[src/rtl/game_turn_ctrl.sv]
// rtl/game_turn_ctrl.sv - turn sequencer for the 8x8 board: clear sweep, judge, commit, win/draw detect
// Optional feature macro: TURN_TIMEOUT_EN (per-turn idle timeout with forfeit of the move)

`ifndef JUDGER_INVALID
`define JUDGER_INVALID 2'd0
`endif
`ifndef JUDGER_VALID
`define JUDGER_VALID 2'd1
`endif
`ifndef JUDGER_WIN
`define JUDGER_WIN 2'd2
`endif
`ifndef SIDE_RED
`define SIDE_RED 1'b0
`endif
`ifndef SIDE_GREEN
`define SIDE_GREEN 1'b1
`endif

module game_turn_ctrl #(
    parameter int BOARD_CELLS  = 64,
    parameter int TURN_TIMEOUT = 1000
) (
    input  logic       clk,
    input  logic       rst_n,
    input  logic       new_game,
    input  logic       move_valid,
    input  logic [5:0] move_pos,
    output logic       move_ready,
    output logic       move_ack,
    output logic [1:0] move_status,
    output logic       cur_side,
    output logic       judger_en,
    output logic       judger_color,
    output logic [5:0] judger_pos,
    input  logic [1:0] judger_result,
    input  logic       judger_done,
    output logic       ram_wr_en,
    output logic [5:0] ram_wr_addr,
    output logic [1:0] ram_wr_data,
    output logic       game_over,
    output logic       winner_valid,
    output logic       winner,
    output logic       timeout_pulse
);

    typedef enum logic [2:0] {
        S_CLEAR   = 3'd0,
        S_IDLE    = 3'd1,
        S_JUDGE   = 3'd2,
        S_WRITE   = 3'd3,
        S_RELEASE = 3'd4,
        S_OVER    = 3'd5
    } state_t;

    localparam logic [5:0] CLR_LAST = 6'(BOARD_CELLS - 1);
    localparam logic [6:0] CELLS    = 7'(BOARD_CELLS);

    state_t     r_state;
    state_t     w_next;
    logic [5:0] r_clr_addr;
    logic       r_cur_side;
    logic       r_side_lat;
    logic [5:0] r_pos;
    logic [1:0] r_result;
    logic [6:0] r_move_cnt;
    logic       r_inv_ack;
    logic       r_winner_valid;
    logic       r_winner;

    logic       w_accept;
    logic       w_timeout;
    logic       w_clr_last;
    logic       w_board_full;

    assign w_accept     = (r_state == S_IDLE) && move_valid && !judger_done;
    assign w_clr_last   = (r_clr_addr == CLR_LAST);
    assign w_board_full = ((r_move_cnt + 7'd1) == CELLS);

`ifdef TURN_TIMEOUT_EN
    localparam int TO_W = (TURN_TIMEOUT > 1) ? $clog2(TURN_TIMEOUT) : 1;
    localparam logic [TO_W-1:0] TO_LAST = TO_W'(TURN_TIMEOUT - 1);

    logic [TO_W-1:0] r_to_cnt;

    // Counter only advances while waiting in S_IDLE, so every idle entry starts a fresh turn budget
    always_ff @(posedge clk or negedge rst_n) begin
        if (!rst_n) begin
            r_to_cnt <= '0;
        end else if (new_game || (r_state != S_IDLE) || w_timeout) begin
            r_to_cnt <= '0;
        end else begin
            r_to_cnt <= r_to_cnt + TO_W'(1);
        end
    end

    assign w_timeout = (r_state == S_IDLE) && (r_to_cnt == TO_LAST) && !w_accept;
`else
    // Timeouts disabled: turns wait indefinitely
    assign w_timeout = (TURN_TIMEOUT < 0);
`endif

    always_ff @(posedge clk or negedge rst_n) begin
        if (!rst_n) begin
            r_state <= S_CLEAR;
        end else begin
            r_state <= w_next;
        end
    end

    always_comb begin
        w_next = r_state;
        if (new_game) begin
            w_next = S_CLEAR;
        end else begin
            case (r_state)
                S_CLEAR:   if (w_clr_last) w_next = S_IDLE;
                S_IDLE:    if (w_accept) w_next = S_JUDGE;
                S_JUDGE: begin
                    if (judger_done) begin
                        w_next = (judger_result == `JUDGER_INVALID) ? S_RELEASE : S_WRITE;
                    end
                end
                S_WRITE: begin
                    if ((r_result == `JUDGER_WIN) || w_board_full) w_next = S_OVER;
                    else w_next = S_RELEASE;
                end
                S_RELEASE: w_next = S_IDLE;
                S_OVER:    w_next = S_OVER;
                default:   w_next = S_CLEAR;
            endcase
        end
    end

    always_ff @(posedge clk or negedge rst_n) begin
        if (!rst_n) begin
            r_clr_addr     <= 6'd0;
            r_cur_side     <= `SIDE_RED;
            r_side_lat     <= `SIDE_RED;
            r_pos          <= 6'd0;
            r_result       <= `JUDGER_INVALID;
            r_move_cnt     <= 7'd0;
            r_inv_ack      <= 1'b0;
            r_winner_valid <= 1'b0;
            r_winner       <= 1'b0;
        end else if (new_game) begin
            r_clr_addr     <= 6'd0;
            r_cur_side     <= `SIDE_RED;
            r_result       <= `JUDGER_INVALID;
            r_move_cnt     <= 7'd0;
            r_inv_ack      <= 1'b0;
            r_winner_valid <= 1'b0;
            r_winner       <= 1'b0;
        end else begin
            r_inv_ack <= 1'b0;
            case (r_state)
                S_CLEAR: begin
                    r_clr_addr <= w_clr_last ? 6'd0 : (r_clr_addr + 6'd1);
                end
                S_IDLE: begin
                    if (w_accept) begin
                        r_pos      <= move_pos;
                        r_side_lat <= r_cur_side;
                    end else if (w_timeout) begin
                        r_cur_side <= ~r_cur_side;
                    end
                end
                S_JUDGE: begin
                    if (judger_done) begin
                        r_result  <= judger_result;
                        r_inv_ack <= (judger_result == `JUDGER_INVALID);
                    end
                end
                S_WRITE: begin
                    r_move_cnt <= r_move_cnt + 7'd1;
                    if (r_result == `JUDGER_WIN) begin
                        r_winner_valid <= 1'b1;
                        r_winner       <= r_side_lat;
                    end else if (!w_board_full) begin
                        r_cur_side <= ~r_side_lat;
                    end
                end
                default: begin
                end
            endcase
        end
    end

    // Rejected moves acknowledge from a register so the ack still trails judger_done by one cycle
    always_comb begin
        move_ready  = 1'b0;
        move_ack    = r_inv_ack;
        judger_en   = 1'b0;
        ram_wr_en   = 1'b0;
        ram_wr_addr = r_clr_addr;
        ram_wr_data = 2'b00;
        game_over   = 1'b0;
        case (r_state)
            S_CLEAR: ram_wr_en = 1'b1;
            S_IDLE:  move_ready = !judger_done;
            S_JUDGE: judger_en = 1'b1;
            S_WRITE: begin
                judger_en   = 1'b1;
                ram_wr_en   = 1'b1;
                ram_wr_addr = r_pos;
                ram_wr_data = (r_side_lat == `SIDE_RED) ? 2'b10 : 2'b01;
                move_ack    = 1'b1;
            end
            S_OVER:  game_over = 1'b1;
            default: begin
            end
        endcase
    end

    assign move_status   = r_result;
    assign cur_side      = r_cur_side;
    assign judger_color  = r_side_lat;
    assign judger_pos    = r_pos;
    assign winner_valid  = r_winner_valid;
    assign winner        = r_winner;
    assign timeout_pulse = w_timeout;

endmodule
[config.mk]
export PLATFORM = sky130hd
export DESIGN_NAME = game_turn_ctrl
export DESIGN_NICKNAME = d
export VERILOG_FILES = /design/src/rtl/game_turn_ctrl.sv
export SDC_FILE = /design/constraint.sdc
export NUM_CORES = 1
export LEC_CHECK = 0
export BUFFER_PORTS_ARGS = -buffer_cell sky130_fd_sc_hd__buf_2
export CELL_PAD_IN_SITES_DETAIL_PLACEMENT = 1
export CELL_PAD_IN_SITES_GLOBAL_PLACEMENT = 1
export CORE_MARGIN = 1
export CORE_UTILIZATION = 30
export DETAILED_ROUTE_END_ITERATION = 12
export PLACE_DENSITY = 0.6
export SYNTH_ARGS = -nofsm -noshare
export SYNTH_HDL_FRONTEND = slang
export SYNTH_SLANG_ARGS = --single-unit
[constraint.sdc]
create_clock -name clk -period 1.8 [get_ports clk]
set_input_delay 0.09 -clock clk [delete_from_list [all_inputs] [get_ports clk]]
set_output_delay 0.09 -clock clk [all_outputs]
set_load 0.005 [all_outputs]
== Yosys cells after proc, flatten, opt, wreduce, memory -nomap -nowiden ==
Cells that the tools add are included.

* Output and inout port bits: 26
* Register bits after elaboration: 29

* Bitwise operators: 2
* Mux-type cells: 36
* $add $sub $neg: 2
* Reductions and logical operators: 18
* Equal/unequal tests: 13

{| class="wikitable"
|+ Operators with widths
! operator !! number
|-
| $mux 6 || 4
|-
| $mux 1 || 19
|-
| $pmux 3 s6 || 1
|-
| $mux 3 || 5
|-
| $mux 7 || 2
|-
| $mux 2 || 5
|-
| $reduce_bool 2->1 || 5
|-
| $ne 3x3->1 const B || 3
|-
| $reduce_and 3->1 || 3
|-
| $add 7x1->7 const B || 1
|-
| $eq 7x7->1 const B || 1
|-
| $add 6x1->6 const B || 1
|-
| $eq 3x2->1 const B || 2
|-
| $eq 3x3->1 const B || 2
|-
| $eq 6x6->1 const B || 1
|-
| $ne 2x2->1 const B || 2
|-
| $reduce_and 2->1 || 2
|-
| $reduce_or 2->1 || 2
|-
| $eq 3x1->1 const B || 1
|-
| $logic_not 3->1 || 1
|-
| $eq 2x2->1 const B || 1
|-
| $logic_and 1x1->1 || 2
|-
| $logic_not 2->1 || 1
|-
| $not 1->1 || 2
|-
| 2 further kinds || 2
|}

== Longest topological paths before layout ==
* Word-level depth: 6
* Mapped depth: 5
* Depth with buffers taken out: 5

== Least setup slack after synthesis ==
No wires, ideal clock.

* Path type: register to register
* From: register r_move_cnt[0]
* To: register r_cur_side, in the netlist cur_side
* Data arrival time: 1516 ps
* Stages on the path, launching flop included: 6
* Clock period less this slack: 1643 ps
* Setup time: 128 ps
* Path slack: 157 ps
* Path through: dfrtp_1 > ha_1 > and4bb_1 > and4b_1 > nor4_1 > mux2_1

* Cells in the longest elaborated chain, start to end: 4

{| class="wikitable"
|+ RTL lines
! item !! RTL line !! text
|-
| start: declaration || 66 || <nowiki>logic [6:0] r_move_cnt;</nowiki>
|-
| start signal: assignment || 175 || <nowiki>r_move_cnt <= r_move_cnt + 7'd1;</nowiki>
|-
| $add 7x1->7 || 78 || <nowiki>assign w_board_full = ((r_move_cnt + 7'd1) == CELLS);</nowiki>
|-
| $eq 7x7->1 || 78 ||
|-
| $ne 2x2->1 (no source line) || -- ||
|-
| $reduce_and 3->1 (no source line) || -- ||
|-
| end signal: assignment || 138 || <nowiki>r_cur_side <= `SIDE_RED;</nowiki>
|-
| end signal: assignment || 148 || <nowiki>r_cur_side <= `SIDE_RED;</nowiki>
|-
| end signal: assignment || 165 || <nowiki>r_cur_side <= ~r_cur_side;</nowiki>
|-
| end: declaration || 62 || <nowiki>logic r_cur_side;</nowiki>
|}

No other way between the ends.
A chain may end at the register's enable or synchronous reset.

== Worst setup path in the final report ==
* From: register r_state[2]
* To: output ram_wr_data[0]

* Cells in the longest elaborated chain, start to end: 2

{| class="wikitable"
|+ RTL lines
! item !! RTL line !! text
|-
| start: declaration || 59 || <nowiki>state_t r_state;</nowiki>
|-
| start signal: assignment || 107 || <nowiki>r_state <= w_next;</nowiki>
|-
| $eq 3x2->1 || 198 || <nowiki>case (r_state)</nowiki>
|-
| $mux 2 || 198 ||
|-
| end: declaration || 40 || <nowiki>output logic [1:0] ram_wr_data,</nowiki>
|}

No other way between the ends.

==> flow_summary.json <==
{
  "yosysSeqAreaShare_pct": 46.33,
  "slew_headroom_pct": 56.81,
  "ys_warn_count": 0,
  "cts.sinks": 29,
  "crit_fanout": 14,
  "period_share_pct": 95.14,
  "hp-class": "in -> reg",
  "drtPass1Iterations": 4,
  "grt-ovfl-total": 0,
  "crit_type": "reg -> out",
  "final_nets": 225,
  "max_slew.worst_pin.slew_ns": 0.6479,
  "num_io_pins": 39,
  "drcViolationCount": 0,
  "routedWlPerCell_um": 14.46,
  "start_util_pct": 32.10,
  "hold_viol_final": 0,
  "fin_tns_setup_ns": 0,
  "synth_cells": 168,
  "drive_above_1_share_pct": 28.91,
  "drtIter0Drc": 49,
  "required_ns": 1.71,
  "grt_pass1_wl_um": 6499,
  "htree_levels": 2,
  "clock.fmax_mhz": 583.9,
  "diodes": 0,
  "dieHeight_um": 74.26,
  "end_kind": "output pin",
  "dieArea_mm2": 0.005515,
  "powerDensity_mw_per_mm2": 660.1,
  "final_core_util_pct": 39.67,
  "vias": 1349,
  "grtUsageTotal_pct": 15.57,
  "whs_ns": 0.03497,
  "slowest_delay_ns": 0.58,
  "synth_cell_types": 39,
  "p_leak_nw": 0.9860,
  "fin_ws_ns": 0.08742,
  "cp-start-kind": "register",
  "ir_drop_mv": 0.2864,
  "dp_worst_setup_slack_ns": 0.06826,
  "rsz0062_at_grt": "no",
  "fin_skew_ns": 0.005463,
  "cts_tree": "yes",
  "setup_violations": 0,
  "min_period_ns": 1.713,
  "synth_area_leaders": "dfrtp_1, nand2_1, nor2_1",
  "syn_area_per_cell_um2": 9.324,
  "grt_max_degree": 30,
  "ys_top_cells_by_count": "dfrtp_1, nand2_1, nor2_1",
  "routed_wl_um": 4021,
  "synth-edff-count": 0,
  "worstSkewPairLatency_ns": 0.28,
  "cp.arrival_ns": 1.62,
  "port_buffers": 37,
  "r2r_slack_ns": 0.14,
  "die_w_um": 74.26,
  "async_flop_share_pct": 100.0,
  "num_rows": 25,
  "synth_nets": 183,
  "drtAntennaViolNets": 0,
  "post-cts-setup-buffer-count": 0,
  "synth_top_area_share_pct": 46.33,
  "clk_pin_slew_ns": 0.06,
  "ys_seq_elements": 29,
  "cts-root-buf": "clkbuf_8",
  "max-cap-violations": 0,
  "synth.cell_area_mm2": 0.001567,
  "antenna_found_initial": 0,
  "cts_buffers": 5,
  "slowest_stage": "dfrtp_1",
  "maxSlewViolCount": 0,
  "n_fill_cell": 596,
  "multi_input_area_um2": 799.5,
  "status": "completed",
  "dp_hpwl_um": 2955,
  "synth_top_flop_cell": "dfrtp_1",
  "crit_chain": "and3b_2, buf_4, and2_1, buf_2",
  "via_per_inst": 4.853,
  "area_growth_pct": 23.56,
  "clock_path_buffers": 2,
  "place_congestion": 0.7948,
  "synth_top_cell_by_area": "dfrtp_1",
  "core_region_area_mm2": 0.004880,
  "grt_pass1_vias": 1407,
  "regArea_um2": 725.7
}
-- state kept, by name, indices dropped and copies added (netlist names) --
name / cells
cur_side: 1
r_inv_ack: 1
winner_valid: 1
winner: 1
move_status: 2
r_move_cnt: 7
r_state: 3
r_clr_addr: 6
judger_pos: 6
judger_color: 1
-- cell families after synthesis --
| logic type | count (synthesis) | share of synthesized area [%] |
|---|---|---|
| adder cells (fa/ha/maj) | 2 | 1.597 |
| AND/OR/NAND/NOR | 88 | 28.91 |
| multiplexers | 11 | 7.668 |
| buffers and inverters | 10 | 3.115 |
| flip-flops | 29 | 46.33 |
| other | 1 | 0.2394 |
| XOR/XNOR | 8 | 4.473 |
| AO/OA/AOI/OAI | 19 | 7.667 |
-- worst paths after layout --
check                                  to     startpoint  depth (start not counted)
setup / recovery           ram_wr_data[0]     r_state[2]                          4
hold / removal              judger_pos[1]    move_pos[1]                          2
setup reg to reg                 cur_side  r_move_cnt[1]                          5
hold reg to reg              winner_valid   winner_valid                          2
max in group asynchronous   r_move_cnt[5]          rst_n                          2
min in group asynchronous   r_clr_addr[3]          rst_n                          2
-- critical path: cells and delay by family, from the launching register on --
kind,cells,cell delay (ns)
simple gates,2,0.46
flops,1,0.58
buf+inv,2,0.30
-- placed cells by master, fill, tap and decap left out, types with 3 or more instances in the layout --
| cell | synthesis | layout |
|---|---|---|
| xor2_1 | 5 | 5 |
| mux2i_1 | 3 | 3 |
| nand4_1 | 4 | 4 |
| nand2b_1 | 4 | 4 |
| o21bai_1 | 3 | 3 |
| buf_4 | 1 | 6 |
| nor2b_1 | 5 | 5 |
| nor3_1 | 3 | 3 |
| clkbuf_8 | 0 | 5 |
| nor2_1 | 22 | 22 |
| dfrtp_1 | 29 | 29 |
| nand3b_1 | 3 | 3 |
| o21ai_0 | 3 | 3 |
| xnor2_1 | 3 | 3 |
| buf_2 | 6 | 37 |
| a21oi_1 | 7 | 7 |
| mux2_2 | 7 | 7 |
| nand3_1 | 3 | 3 |
| nand2_1 | 29 | 29 |
-- final cells by class --
class	count	share of cell area [%]
Inverter	1	0.1939
Sequential cell	29	37.49
Tap cell	67	4.331
Clock inverter	2	0.5171
Clock buffer	6	3.749
Multi-Input combinational cell	129	41.31
Timing Repair Buffer	44	12.41
-- stage by stage --
| stage | area [um2] | power, mW | cells |
|---|---|---|---|
| global placement | 1836 | 0.7797 | 269 |
| floorplan | 1567 | 0.7292 | 168 |
| finish | 1936 | 1.278 | 278 |
| CTS | 1928 | 1.303 | 278 |
| detailed placement | 1836 | 0.7841 | 269 |
| global route | 1936 | 1.341 | 278 |
-- power breakdown --
group          leakage, nW  internal, mW  switching (mW)
Combinational        0.541        0.0391          0.0496
Sequential           0.400         0.668          0.0142
Clock               0.0450         0.267           0.240
-- layer usage --
layer | vias up | track usage, % | share of wire (%)
li1 | 657 | - | -
met5 | - | 0 | 0
met3 | 5 | 3.252 | 2.3
met2 | 19 | 28.38 | 52
met4 | 0 | 5.660 | 1.3
met1 | 668 | 17.95 | 44
-- repair_timing --
| item | 4_1_cts | 5_1_grt |
|---|---|---|
| hold endpoints to repair | 29 | 0 |
| hold buffers | 1 | 0 |
| gates resized for setup | 0 | 2 |
| setup endpoints to repair | 0 | 8 |
(Power assumes the default switching activity.)
